[config.mk]
export PLATFORM = sky130hd
export DESIGN_NAME = bus_invert_encoder
export DESIGN_NICKNAME = d
export VERILOG_FILES = /design/src/rtl/bus_invert_encoder.sv
export SDC_FILE = /design/constraint.sdc
export NUM_CORES = 1
export LEC_CHECK = 0
export ABC_AREA = 1
export BUFFER_PORTS_ARGS = -buffer_cell sky130_fd_sc_hd__buf_4
export CORE_ASPECT_RATIO = 1.25
export CORE_MARGIN = 2
export CORE_UTILIZATION = 25
export DETAILED_ROUTE_END_ITERATION = 8
export HOLD_SLACK_MARGIN = 0.06
export SLEW_MARGIN = 30
export SYNTH_ARGS = -nofsm -noshare
export SYNTH_HDL_FRONTEND = slang
export SYNTH_SLANG_ARGS = --single-unit
[constraint.sdc]
create_clock -name Clock -period 4.7 [get_ports Clock]
set_input_delay 0.94 -clock Clock [delete_from_list [all_inputs] [get_ports Clock]]
set_output_delay 0.94 -clock Clock [all_outputs]
set_load 0.05 [all_outputs]
[src/rtl/bus_invert_encoder.sv]
// Bus-invert encoder: sends In_Data or ~In_Data so at most NrOfBits/2 bus lines toggle per word.
// One registered output stage, 1-cycle latency; In_Ready drops only while a held word is stalled.
module bus_invert_encoder #(
  parameter int NrOfBits = 8
) (
  input  logic                Clock,
  input  logic                Reset_n,
  input  logic [NrOfBits-1:0] In_Data,
  input  logic                In_Valid,
  output logic                In_Ready,
  output logic [NrOfBits-1:0] Out_Data,
  output logic                Out_Invert,
  output logic                Out_Valid,
  input  logic                Out_Ready,
  output logic [15:0]         Inv_Count
);

  localparam int              HW   = $clog2(NrOfBits + 1);
  localparam logic [HW-1:0]   HALF = HW'(NrOfBits / 2);

  logic [NrOfBits-1:0] out_dat_q, out_dat_d;
  logic                out_inv_q, out_inv_d;
  logic                out_vld_q, out_vld_d;
  logic [15:0]         inv_count_q, inv_count_d;

  logic                in_rdy;
  logic                accept;
  logic                xfer;
  logic [NrOfBits-1:0] diff;
  logic [HW-1:0]       hd;
  logic                do_inv;

  assign in_rdy = !out_vld_q || Out_Ready;
  assign accept = In_Valid && in_rdy;
  assign xfer   = out_vld_q && Out_Ready;

  // Distance is measured against the last driven bus word, valid or not.
  always_comb begin
    diff = In_Data ^ out_dat_q;
    hd   = '0;
    for (int i = 0; i < NrOfBits; i++) begin
      hd = hd + {{(HW-1){1'b0}}, diff[i]};
    end
    do_inv = (hd > HALF);
  end

  always_comb begin
    out_dat_d   = out_dat_q;
    out_inv_d   = out_inv_q;
    out_vld_d   = out_vld_q;
    inv_count_d = inv_count_q;
    if (accept) begin
      out_dat_d = do_inv ? ~In_Data : In_Data;
      out_inv_d = do_inv;
      out_vld_d = 1'b1;
      if (do_inv && (inv_count_q != 16'hFFFF)) begin
        inv_count_d = inv_count_q + 16'd1;
      end
    end else if (xfer) begin
      out_vld_d = 1'b0;
    end
  end

  always_ff @(posedge Clock or negedge Reset_n) begin
    if (!Reset_n) begin
      out_dat_q   <= '0;
      out_inv_q   <= 1'b0;
      out_vld_q   <= 1'b0;
      inv_count_q <= '0;
    end else begin
      out_dat_q   <= out_dat_d;
      out_inv_q   <= out_inv_d;
      out_vld_q   <= out_vld_d;
      inv_count_q <= inv_count_d;
    end
  end

  assign In_Ready   = in_rdy;
  assign Out_Data   = out_dat_q;
  assign Out_Invert = out_inv_q;
  assign Out_Valid  = out_vld_q;
  assign Inv_Count  = inv_count_q;

endmodule

# --- Yosys cells after proc, flatten, opt, wreduce, memory -nomap -nowiden ---
# Index checks and enable logic that the tools add are counted.
word_totals:
  elab_cells: 26
  input_bits: 12
  register_bits: 26
classes:
  n_reduce_logical: 7
  muxes: 3
  order_cmp: 1
  eq_ne: 1
  bitwise: 2
  addsub: 8
ops:
  columns: ["operator", "count"]
  rows:
  - ["adder 16 x 1 -> 16 bit, second input constant", 1]
  - ["adder 4 x 1 -> 4 bit", 4]
  - ["inequality test 16 bit, second input constant", 1]
  - ["2-to-1 mux 8 bit", 1]
  - ["NOT 8 bit", 1]
  - ["XOR 8 bit", 1]
  - ["adder 3 x 1 -> 4 bit", 1]
  - ["> comparator 4 x 3 -> 1 bit, second input constant", 1]
  - ["adder 2 x 1 -> 3 bit", 1]
  - ["logical AND 1 bit", 3]
  - ["adder 1 x 1 -> 2 bit", 1]
  - ["2-to-1 mux 1 bit", 2]
  - ["AND reduction 2 bit", 1]
  - ["nonzero test 2 bit", 1]
  - ["zero test 1 bit", 1]
  - ["logical OR 1 bit", 1]

# --- Logic depth before layout (Yosys ltp) ---
logic_depth:
  depth_word: 11
  depth_mapped: 18
  mapped_depth_nobuf: 17

# --- Least setup slack after synthesis ---
# Ideal clock, no wire load.
synth_path:
  path_type: "input to register"
  start: "input port In_Data[0]"
  end: "register inv_count_q[3], in the netlist Inv_Count[3]"
  stages: 18
  required_ps: 4634
  n_path_buf: 1
  setup_ps: 66
  path_slack_ps: 435
  arrival_time_ps: 4200
  cell_sequence: "xnor2_1 > fa_1 > inv_1 > fa_1 > inv_1 > fa_1 > inv_1 > ha_1 > fa_1 > inv_1 > nand2_1 > nand3_1 > nand2_2 > nand2_4 > nor2_4 > buf_6 > nand2_1 > nand2_1"
synth_via:
  elab_chain_cells: 11
synth_rtl:
  columns: ["item", "line", "text"]
  rows:
  - ["start, declared", "8", "input logic [NrOfBits-1:0] In_Data,"]
  - ["XOR 8 bit", "39", "diff = In_Data ^ out_dat_q;"]
  - ["adder 1 x 1 -> 2 bit", "42", "hd = hd + {{(HW-1){1'b0}}, diff[i]};"]
  - ["adder 2 x 1 -> 3 bit", "42", null]
  - ["adder 3 x 1 -> 4 bit", "42", null]
  - ["adder 4 x 1 -> 4 bit (4 in a row)", "42", null]
  - ["> comparator 4 x 3 -> 1 bit", "44", "do_inv = (hd > HALF);"]
  - ["logical AND 1 bit", "56", "if (do_inv && (inv_count_q != 16'hFFFF)) begin"]
  - ["AND reduction 2 bit (no line)", null, null]
  - ["end signal, assigned", "74", "inv_count_q <= inv_count_d;"]
  - ["end, declared", "24", "logic [15:0] inv_count_q, inv_count_d;"]
# No other way between the ends.
# A chain may end at the register's enable or synchronous reset.

# --- Worst setup path after layout ---
layout_path:
  start: "input port In_Data[0]"
  end: "register inv_count_q[9], in the netlist Inv_Count[9]"
# Same word-level chain as after synthesis.

==> impl_metrics.tcl <==
set metrics [dict create \
    status "finished, final reports clean" \
    finClkSkew_ps 2.422 \
    cts_tree "built" \
    grt_max_degree 27 \
    critPathSlowestCell "fa_1" \
    critPathKind "in2reg" \
    yosysUniqueCellTypes 22 \
    grt_pass1_vias 1587 \
    cts-buffers-inserted 3 \
    antenna_found_initial 0 \
    area_growth_pct 22.52 \
    final_cell_mix "nand2_1 (119), buf_4 (39), dfrtp_1 (26)" \
    initial_core_util_pct 25.88 \
    dr.pass1.iters 4 \
    finalSetupViolCount 0 \
    arrival_ps 4450 \
    fillers 788 \
    io_pins 39 \
    grt_usage_pct 11.15 \
    drtAntennaViolNets 0 \
    synthCells 249 \
    ctsResizeCount 0 \
    setup_slack_ps 461.8 \
    drt_iter0_drc 81 \
    core_area_um2 6977 \
    ys_ff_latch 26 \
    die_area_um2 7922 \
    insertion_delay_ps 270 \
    max_freq_ghz 0.2360 \
    netlist_area_um2 1805 \
    row_count 34 \
    hp-start "Out_Invert" \
    via_per_inst 4.276 \
    synth.yosys.seq_area_share_pct 36.04 \
    hold_buffers 0 \
    maxCapViolCount 0 \
    post_cts_buffers 0 \
    min_period_ps 4238 \
    r2r.worst_path.cells 17 \
    drive_gt1_share_pct 20.91 \
    num_antenna_cells 0 \
    critPathRequiredTime_ps 4910 \
    wl_um 4078 \
    grt_pass1_wl_um 7231 \
    worstMarginPinSlew_ps 404.5 \
    r2r_setup_slack_ps 820 \
    slowest_delay_ps 540 \
    final_max_slew_viol_count 0 \
    crit_chain "buf_4 -> xnor2_1 -> fa_1 -> inv_1 -> fa_1 -> inv_1 -> fa_1 -> inv_1 -> ha_1 -> fa_1 -> inv_1 -> nand2_1 -> nand3_1 -> nand2_2 -> nand2_4 -> nor2_4 -> nand2_1 -> nand2_1" \
    overflow 0 \
    place_congestion 0.8273 \
    ys_warn_count 0 \
    r2r-start "Out_Data[0]" \
    slew_headroom_pct 72.97 \
    vias 1612 \
    mostFrequentLayoutCell "nand2_1" \
    h-tree-depth 1 \
    rsz0062_at_grt "no" \
    place_hpwl_um 3096 \
    hold_end "Out_Invert" \
    multiInputGateArea_um2 1025 \
    finalCritPeriodShare_pct 90.17 \
    cp_max_fo 16 \
    cts_buffer_depth 2 \
    hold-path-cell-count 2 \
    regArea_um2 650.6 \
    drc 0 \
    nets 309 \
    cts_sinks 26 \
    die_x_um 80.01 \
    finalSetupTns_ps 0 \
    syn_avg_cell_area_um2 7.251 \
    crit_path_start_kind "primary input" \
    dp_slack_ps 134.2 \
    routedWlPerCell_um 10.82 \
    reg2reg_to "Inv_Count[9]" \
    path_clk_slew_ps 90 \
    cts_root_buffer "clkbuf_8" \
    min_path_type "reg2reg" \
    synthesis.nets 269 \
    port_buffers 38 \
    worst_setup_path_end_kind "register" \
    fp.dieH_um 99.02 \
    final-hold-violation-count 0 \
]
==> metal layers <==
metal / up-vias / track usage, % / part of all wire [%]
met5: - / 0 / 0
met4: 0 / 1.825 / 0.25
met3: 2 / 2.015 / 5.5
met2: 33 / 19.62 / 49
met1: 741 / 14.36 / 45
li1: 836 / - / -
==> per-stage QoR <==
step           instances  utilization [%]  area [µm²]  hold WS [ps]
6_report             377            31.71        2212         488.3
5_1_grt              377            31.71        2212         524.8
4_1_cts              377            31.71        2212         497.6
3_5_place_dp         374            31.12        2171         471.5
3_3_place_gp         374            31.12        2171         475.0
2_1_floorplan        249                -        1805         644.4
==> cell families (layout without fill, tap and decap cells) <==
logic type,Yosys count,count (layout),share of synthesized area (%)
compound gates,10,10,2.772
xor+xnor,15,15,7.276
fa+ha+maj,8,8,7.207
buf+inv,28,66,7.207
flops,26,26,36.04
simple gates,162,162,39.50
==> synth_stat cells (all sizes together) <==
master	count	share of area, %
dfrtp	26	36
o21ai	10	2.8
xor2	5	2.4
clkbuf	1	0.21
nor2	19	5.3
nand2	127	28
ha	4	2.8
fa	4	4.4
xnor2	10	4.9
buf	3	2.0
nand3	10	4.0
nand4	6	2.1
inv	24	5.0
==> how the worst max path moves through the flow <==
| stage | startpoint | endpoint | slack [ps] | depth (start not counted) |
|---|---|---|---|---|
| 2_1_floorplan | In_Data[0] | Inv_Count[3] | 430 | 18 |
| 3_3_place_gp | In_Data[0] | Inv_Count[0] | 200 | 18 |
| 3_5_place_dp | In_Data[0] | Inv_Count[13] | 130 | 18 |
| 4_1_cts | In_Data[0] | Inv_Count[9] | 440 | 18 |
| 5_1_grt | In_Data[0] | Inv_Count[13] | 170 | 18 |
| 6_report | In_Data[0] | Inv_Count[9] | 460 | 18 |
==> sequential cells by signal, summed over array words and instances, names as in the netlist <==
register	cells
Inv_Count	16
Out_Data	8
Out_Invert	1
Out_Valid	1
==> critical path: cells and delay by family <==
kind,cells,cell delay (ps)
xor+xnor,1,140
fa+ha+maj,5,2270
buf+inv,5,300
simple gates,7,780
==> layout make-up <==
class | count | area share (%)
repair buffers | 39 | 13.24
clock buffers | 3 | 1.867
well taps | 90 | 5.091
inverters | 24 | 4.072
multi-input cells | 195 | 46.32
flip-flops and latches | 26 | 29.41
Power is left out: the tool's default activity adds up to more than one toggle a clock period on the data nets, which glitch-free logic cannot reach.
